`src/rtl/down_count_monitor_pkg.sv`:
```
// ---------------------------------------------------------------------------
// down_mon_pkg
//   Shared definitions for the down-counter monitor:
//     - state_t        : monitor FSM encoding (IDLE / TRACK / ERROR)
//     - DEF_WIDTH      : default width of the monitored count bus
//     - DEF_WRAP_CNT_W : default width of the wrap event counter
// ---------------------------------------------------------------------------
package down_mon_pkg;

  localparam int DEF_WIDTH      = 4;
  localparam int DEF_WRAP_CNT_W = 8;

  typedef enum logic [1:0] {
    IDLE  = 2'd0,
    TRACK = 2'd1,
    ERROR = 2'd2
  } state_t;

endpackage : down_mon_pkg

```
`src/rtl/down_count_monitor_sat_counter.sv`:
```
// ---------------------------------------------------------------------------
// sat_counter
//   W-bit up counter that saturates at all-ones, with a sticky saturation
//   flag. Both count and flag are registered and cleared together.
//
// Ports
//   clk   in   1   system clock, rising edge
//   rst   in   1   asynchronous, active-low reset
//   clr   in   1   synchronous clear (priority over inc)
//   inc   in   1   increment request
//   cnt   out  W   current count
//   sat   out  1   sticky: count has reached all-ones
// ---------------------------------------------------------------------------
module sat_counter
  import down_mon_pkg::*;
#(
  parameter int W = DEF_WRAP_CNT_W
) (
  input  logic         clk,
  input  logic         rst,
  input  logic         clr,
  input  logic         inc,
  output logic [W-1:0] cnt,
  output logic         sat
);

  logic [W-1:0] cnt_q, cnt_d;
  logic         sat_q, sat_d;

  always_comb begin
    cnt_d = cnt_q;
    sat_d = sat_q;
    if (clr) begin
      cnt_d = '0;
      sat_d = 1'b0;
    end else begin
      if (inc && (cnt_q != '1)) begin
        cnt_d = cnt_q + W'(1);
      end
      // Flag follows the next count so it asserts in the same cycle the
      // count first reads all-ones.
      sat_d = sat_q | (cnt_d == '1);
    end
  end

  always_ff @(posedge clk or negedge rst) begin
    if (!rst) begin
      cnt_q <= '0;
      sat_q <= 1'b0;
    end else begin
      cnt_q <= cnt_d;
      sat_q <= sat_d;
    end
  end

  assign cnt = cnt_q;
  assign sat = sat_q;

endmodule : sat_counter

```
`src/rtl/down_count_monitor.sv`:
```
// ---------------------------------------------------------------------------
// down_count_monitor
//   Checks the output of a synchronous down counter. Every valid sample must
//   be a decrement (mod 2^WIDTH) or a hold of the previous sample. Wraps
//   (0 -> all-ones) are pulsed and counted; illegal steps are flagged.
//   All outputs are registered: one cycle after the qualifying sample.
//
// Build option
//   MON_STEP_CHECK_EN : when defined, illegal steps raise step_err and
//                       err_sticky and move the FSM into ERROR. When not
//                       defined, the FSM only uses IDLE/TRACK and both error
//                       outputs stay 0; wrap detection is unaffected.
//
// Ports
//   clk         in   1           system clock, rising edge
//   rst         in   1           asynchronous, active-low reset
//   count_in    in   WIDTH       counter value under observation
//   count_vld   in   1           count_in is a fresh sample this cycle
//   clr         in   1           synchronous clear of state and statistics
//   wrap_pulse  out  1           one-cycle pulse per detected wrap
//   wrap_cnt    out  WRAP_CNT_W  wraps since reset/clr (saturating)
//   wrap_sat    out  1           sticky: wrap_cnt reached all-ones
//   step_err    out  1           one-cycle pulse on an illegal step
//   err_sticky  out  1           sticky: any illegal step since reset/clr
// ---------------------------------------------------------------------------
module down_count_monitor
  import down_mon_pkg::*;
#(
  parameter int WIDTH      = DEF_WIDTH,
  parameter int WRAP_CNT_W = DEF_WRAP_CNT_W
) (
  input  logic                  clk,
  input  logic                  rst,
  input  logic [WIDTH-1:0]      count_in,
  input  logic                  count_vld,
  input  logic                  clr,
  output logic                  wrap_pulse,
  output logic [WRAP_CNT_W-1:0] wrap_cnt,
  output logic                  wrap_sat,
  output logic                  step_err,
  output logic                  err_sticky
);

`ifdef MON_STEP_CHECK_EN
  localparam bit STEP_CHECK_EN = 1'b1;
`else
  localparam bit STEP_CHECK_EN = 1'b0;
`endif

  state_t           state_q, state_d;
  logic [WIDTH-1:0] prev_q, prev_d;
  logic             wrap_pulse_q, wrap_pulse_d;
  logic             step_err_q, step_err_d;
  logic             err_sticky_q, err_sticky_d;

  logic [WIDTH-1:0] exp_val;
  logic             is_dec;
  logic             is_hold;
  logic             is_wrap;
  logic             wrap_inc;

  // A decrement from zero can only land on all-ones, so a decrement with
  // prev==0 is exactly the wrap event.
  assign exp_val = prev_q - WIDTH'(1);
  assign is_dec  = (count_in == exp_val);
  assign is_hold = (count_in == prev_q);
  assign is_wrap = is_dec && (prev_q == '0);

  always_comb begin
    state_d      = state_q;
    prev_d       = prev_q;
    wrap_pulse_d = 1'b0;
    step_err_d   = 1'b0;
    err_sticky_d = err_sticky_q;
    wrap_inc     = 1'b0;

    if (clr) begin
      // Clear wins over a simultaneous sample; that sample is dropped.
      state_d      = IDLE;
      prev_d       = '0;
      err_sticky_d = 1'b0;
    end else if (count_vld) begin
      prev_d = count_in;
      unique case (state_q)
        IDLE: begin
          // First sample only seeds prev; nothing to compare against yet.
          state_d = TRACK;
        end
        TRACK, ERROR: begin
          wrap_inc     = is_wrap;
          wrap_pulse_d = is_wrap;
          if (STEP_CHECK_EN && (state_q == TRACK) && !is_dec && !is_hold) begin
            step_err_d   = 1'b1;
            err_sticky_d = 1'b1;
            state_d      = ERROR;
          end
        end
        default: begin
          state_d = IDLE;
        end
      endcase
    end
  end

  always_ff @(posedge clk or negedge rst) begin
    if (!rst) begin
      state_q      <= IDLE;
      prev_q       <= '0;
      wrap_pulse_q <= 1'b0;
      step_err_q   <= 1'b0;
      err_sticky_q <= 1'b0;
    end else begin
      state_q      <= state_d;
      prev_q       <= prev_d;
      wrap_pulse_q <= wrap_pulse_d;
      step_err_q   <= step_err_d;
      err_sticky_q <= err_sticky_d;
    end
  end

  sat_counter #(
    .W (WRAP_CNT_W)
  ) u_wrap_counter (
    .clk (clk),
    .rst (rst),
    .clr (clr),
    .inc (wrap_inc),
    .cnt (wrap_cnt),
    .sat (wrap_sat)
  );

  assign wrap_pulse = wrap_pulse_q;
  assign step_err   = step_err_q;
  assign err_sticky = err_sticky_q;

endmodule : down_count_monitor
```
`config.mk`:
```
export PLATFORM = sky130hd
export DESIGN_NAME = down_count_monitor
export DESIGN_NICKNAME = d
export VERILOG_FILES = /design/src/rtl/down_count_monitor_pkg.sv /design/src/rtl/down_count_monitor_sat_counter.sv /design/src/rtl/down_count_monitor.sv
export SDC_FILE = /design/constraint.sdc
export NUM_CORES = 1
export LEC_CHECK = 0
export BUFFER_PORTS_ARGS = -buffer_cell sky130_fd_sc_hd__buf_2
export CAP_MARGIN = 0
export CORE_MARGIN = 5
export CORE_UTILIZATION = 50
export CTS_CLUSTER_DIAMETER = 50
export CTS_CLUSTER_SIZE = 30
export DETAILED_ROUTE_END_ITERATION = 6
export GPL_TIMING_DRIVEN = 0
export PLACE_DENSITY_LB_ADDON = 0.2
export SYNTH_ARGS = -nofsm -noshare
export SYNTH_HDL_FRONTEND = slang
export SYNTH_SLANG_ARGS = --single-unit
```
`constraint.sdc`:
```
create_clock -name clk -period 2.65 [get_ports clk]
set_input_delay 0.1325 -clock clk [delete_from_list [all_inputs] [get_ports clk]]
set_output_delay 0.1325 -clock clk [all_outputs]
set_load 0.01 [all_outputs]
```
Word level (Yosys, flattened, before mapping)
Cells that the tools add are included.
{ "op_classes": {"n_bitwise": 1, "n_mux": 12, "eq_ne": 6, "reduce_logical": 7, "addsub": 2} }
{ "ops": {"columns": ["operator", "count"], "rows": [
  ["$mux W8", 3],
  ["$add A8 B1 Y8 const B", 1],
  ["$eq A8 B8 Y1 const B", 1],
  ["$mux W4", 2],
  ["$ne A8 B8 Y1 const B", 1],
  ["$eq A4 B4 Y1", 1],
  ["$logic_not A4 Y1", 1],
  ["$mux W1", 4],
  ["$mux W2", 2],
  ["$pmux W2 S2", 1],
  ["$sub A4 B1 Y4 const B", 1],
  ["$eq A2 B1 Y1 const B", 1],
  ["$eq A2 B2 Y1 const B", 1],
  ["$logic_and A1 B1 Y1", 2],
  ["$logic_not A2 Y1", 1],
  ["$ne A2 B2 Y1 const B", 1],
  ["$reduce_and A2 Y1", 1],
  ["$reduce_bool A2 Y1", 1],
  ["$reduce_or A2 Y1", 1],
  ["$or A1 B1 Y1", 1]
]} }
{ "totals": {"reg_bits": 16, "out_inout_bits": 12, "word_cells": 33} }

Logic depth before layout (Yosys ltp)
{ "depth": {"word_depth": 12, "ltp_mapped": 9} }

By module
Synthesis repeated with hierarchy kept, for this count alone.
{ "hier_totals": {"cells_unflattened": 95, "area_unflattened_um2": 905.9} }
{ "modules_own_cells": {"columns": ["mod", "cells_per_inst", "seq_area_each_um2", "area_per_inst_um2", "instances"], "rows": [
  ["sat_counter", 61, 225.2, 558.0, 1],
  ["down_count_monitor", 34, 150.1, 347.8, 1]
]} }

Least setup slack after synthesis
OpenSTA, ideal clock, no wires.
{ "synth_timing": {"path_type": "reg2reg", "startpoint": "register u_wrap_counter.cnt_q[0] (netlist: u_wrap_counter.cnt[0])", "endpoint": "register u_wrap_counter.sat_q (netlist: u_wrap_counter.sat)", "arrival_ns": 1.912, "stages_incl_launch_ff": 9, "path_slack_ns": 0.634, "cell_sequence": "dfrtp_1 ha_1 nand3_1 or3_1 nand3_2 buf_4 mux2i_1 o211ai_1 o41ai_2"} }
{ "synth_between": {"elab_chain_len": 7} }
{ "synth_rtl": {"columns": ["item", "line", "source"], "rows": [
  ["start, declared", "down_count_monitor_sat_counter.sv:27", "logic [W-1:0] cnt_q, cnt_d;"],
  ["start signal, assigned", "down_count_monitor_sat_counter.sv:51", "cnt_q <= cnt_d;"],
  ["parallel branches: the longest is 2 deep, another holds $add A8 B1 Y8", null, null],
  ["$mux W8 *", "down_count_monitor_sat_counter.sv:37", "if (inc && (cnt_q != '1)) begin"],
  ["$mux W8 *", "down_count_monitor_sat_counter.sv:33", "if (clr) begin"],
  ["$eq A8 B8 Y1 *", "down_count_monitor_sat_counter.sv:42", "sat_d = sat_q | (cnt_d == '1);"],
  ["$or A1 B1 Y1 *", "down_count_monitor_sat_counter.sv:42", null],
  ["$mux W1 *", "down_count_monitor_sat_counter.sv:33", null],
  ["net u_wrap_counter.sat_d", "down_count_monitor_sat_counter.sv:28", "logic sat_q, sat_d;"],
  ["end signal, assigned", "down_count_monitor_sat_counter.sv:52", "sat_q <= sat_d;"],
  ["end, declared", "down_count_monitor_sat_counter.sv:28", null]
]} }
Mark *: on every way through the listed nets, which the timed path passes. The select of a mux whose other input is x is not followed.
A chain may end at the register's enable or synchronous reset.

Worst setup path in the final report
Same ends and word-level chain as after synthesis.

==> results.py <==
metrics = {
    "timing": {
        "period_share_pct": 83.5,
        "setup_viol_count_final": 0,
        "fin_skew_ps": 1.19,
        "drv_slew": 0,
        "fin_crit_ps": 2210,
        "tns_ps": 0,
        "max_clock_freq_mhz": 452,
        "finalHoldViolCount": 0,
        "rsz0062_at_grt": "no",
    },
    "clock_tree": {
        "htreeDepth": 1,
        "clockBufferDepth": 2,
        "ctsResizeCount": 0,
        "cts.sinks": 15,
        "holdBufCountCts": 1,
        "cts-root-buf": "clkbuf_4",
        "post_cts_buffers": 0,
        "cts.clk_slew.worst_paths_ps": 90,
        "cts_tree": "done",
        "clk-insertion-delay-late_ps": 280,
        "cts_made_buffers": 3,
    },
    "layout": {
        "layout-drive-gt1-share_pct": 23.3,
        "area_delta_synth_final_pct": 16.6,
        "final_nets": 128,
        "antenna_cells": 0,
        "fin_util_pct": 61.7,
        "instances_no_fill": 141,
    },
    "logic_synthesis": {
        "synth_flop_cell": "dfrtp_1",
        "synth_xor_area_share_pct": 6.70,
        "synth-edff-count": 0,
        "syn_area_per_cell_um2": 9.73,
        "netlist_top_cells_area": "dfrtp_1, mux2i_1, nor2_1",
        "async_flop_share_pct": 100,
        "synth_common_cells": "dfrtp_1, nor2_1, mux2i_1, nand2_1, nor3_1",
        "synth_top_family_by_area": "simple AND/OR/NAND/NOR gates",
        "netlist_instances": 94,
        "seq_area_frac_synth_pct": 41.0,
        "synth_mux_area_share_pct": 6.57,
        "syn_area_um2": 915,
        "yosys.cell_types.count": 29,
        "synth.top_cell.area_share_pct": 41.0,
        "yosys_warnings": 0,
        "yosysTopAreaCell": "dfrtp_1",
        "synth-compound-area-share_pct": 9.85,
        "synth_seq_cells": 15,
        "synthAdderAreaFrac_pct": 4.10,
        "yosys.cell_count.top_type": "dfrtp_1",
        "synthSimpleGateAreaFrac_pct": 26.0,
    },
    "worst_setup_path": {
        "cp.required_ps": 2830,
        "start_kind": "flop",
        "worst-path-max-fanout": 10,
        "path_class": "flop to flop",
        "arrival_ps": 2390,
        "end_kind": "flop",
    },
    "floorplan": {
        "rows": 15,
        "num_io_pins": 20,
        "initial_core_util_pct": 53.0,
        "core_region_area_um2": 1730,
        "die-area_um2": 2780,
        "die_height_um": 52.8,
        "die_w_um": 52.8,
    },
    "route": {
        "initialDrtViolationCount": 7,
        "postRouteAntennaNets": 0,
        "viasPerCell": 5.29,
        "drt-wirelength-per-cell_um": 13.5,
        "route.detailed.drc": 0,
        "num_vias": 746,
        "wl_um": 1900,
        "drtPass1Iterations": 4,
    },
    "status": {
        "run_status": "complete, no violations",
    },
    "place": {
        "dp_cells": 136,
        "port_buffers": 16,
        "gp_congestion": 0.853,
        "dpl.hpwl_um": 1410,
    },
    "grt": {
        "grt_pass1_vias": 705,
        "track_usage_pct": 15.6,
        "overflow": 0,
        "grt_max_degree": 16,
        "grt_first_pass_wirelength_um": 3130,
        "antenna_found_initial": 0,
    },
    "min_path": {
        "hold_class": "primary input to flop",
    },
    "job": {
        "cap_violations": 0,
    },
    "power_and_ir_drop": {
        "leakage_uw": 0.000504,
        "irDropWorstVdd_v": 0.000223,
        "power.density_nw_per_um2": 396,
    },
}
-- area by class of cell --
type                       instances  area [um2]
fill                             161         661
multi-input combinational         71         494
sequential                        15         375
timing repair buffer              17        90.1
buffer                             5        33.8
tap                               25        31.3
clock buffer                       4        26.3
inverter                           4        15.0
-- placed cells by master, fill, tap and decap left out, drive strengths merged --
master | netlist | final
a21o | 1 | 1
a21oi | 3 | 3
a31oi | 3 | 3
and3 | 1 | 1
buf | 4 | 20
clkbuf | 1 | 5
conb | 1 | 2
dfrtp | 15 | 15
dlygate4sd3 | 0 | 1
ha | 3 | 3
inv | 4 | 4
mux2i | 6 | 6
nand2 | 6 | 6
nand2b | 3 | 3
nand3 | 4 | 4
nand3b | 1 | 1
nand4b | 1 | 1
nand4bb | 1 | 1
nor2 | 12 | 12
nor3 | 5 | 5
nor4 | 3 | 3
o211ai | 1 | 1
o21a | 2 | 2
o21ai | 2 | 2
o41ai | 1 | 1
or3 | 3 | 3
xnor2 | 4 | 4
xor2 | 3 | 3
-- flip-flops by register name (all words and copies together), names as in the netlist --
register and flops:
wrap_pulse 1, u_wrap_counter.cnt 8, state_q 1, prev_q 4, u_wrap_counter.sat 1
-- cell families (layout without fill, tap and decap cells) --
kind of cell | count (synthesis) | in the layout
flip-flops | 15 | 15
AO/OA/AOI/OAI | 13 | 13
other | 1 | 2
adder cells (fa/ha/maj) | 3 | 3
AND/OR/NAND/NOR | 40 | 40
multiplexers | 6 | 6
buffers and inverters | 9 | 30
XOR/XNOR | 7 | 7
-- worst paths after layout --
check | from | end | slack [ps] | cells past startpoint
max | u_wrap_counter.cnt[0] | u_wrap_counter.sat | 440 | 8
min | clr | u_wrap_counter.cnt[3] | 100 | 2
max reg2reg | u_wrap_counter.cnt[0] | u_wrap_counter.sat | 440 | 8
min reg2reg | u_wrap_counter.sat | u_wrap_counter.sat | 500 | 2
max in group asynchronous | rst | u_wrap_counter.cnt[5] | 2110 | 2
min in group asynchronous | rst | u_wrap_counter.cnt[3] | 290 | 2
-- metal layers --
| layer | GRT usage (%) | vias to the layer above | part of all wire [%] |
|---|---|---|---|
| met4 | 8.51 | 0 | 1.8 |
| met5 | 0 | - | 0 |
| met3 | 4.27 | 4 | 5.6 |
| li1 | - | 370 | - |
| met1 | 18.6 | 353 | 44 |
| met2 | 25.0 | 19 | 48 |
-- report_power, final --
part | leakage (uW) | internal, uW | switching [uW]
sequential | 0.000205 | 233 | 3.57
clock | 0.0000150 | 58.3 | 74.8
combinational | 0.000284 | 21.7 | 30.5
total | 0.000504 | 313 | 109
-- worst max-delay path, cell delays in order, from the launching register on --
cell      delay, ps
dfrtp_1         440
ha_1            240
nand3_1         190
or3_1           410
nand3_2         110
buf_4           180
mux2i_1         220
o211ai_1        120
o41ai_2         210
-- through the flow --
step | area, um2 | power, uW | hold WS (ps) | worst slack, ps
after detailed placement | 1030 | 293 | 60.5 | 443
after CTS | 1070 | 428 | 84.2 | 414
final | 1070 | 422 | 95.5 | 438
after global routing | 1070 | 447 | 88.9 | 248
after global placement | 1030 | 291 | 57.5 | 481
after floorplan | 918 | 275 | -163 | 634
Power figures use the tool's default switching activity.
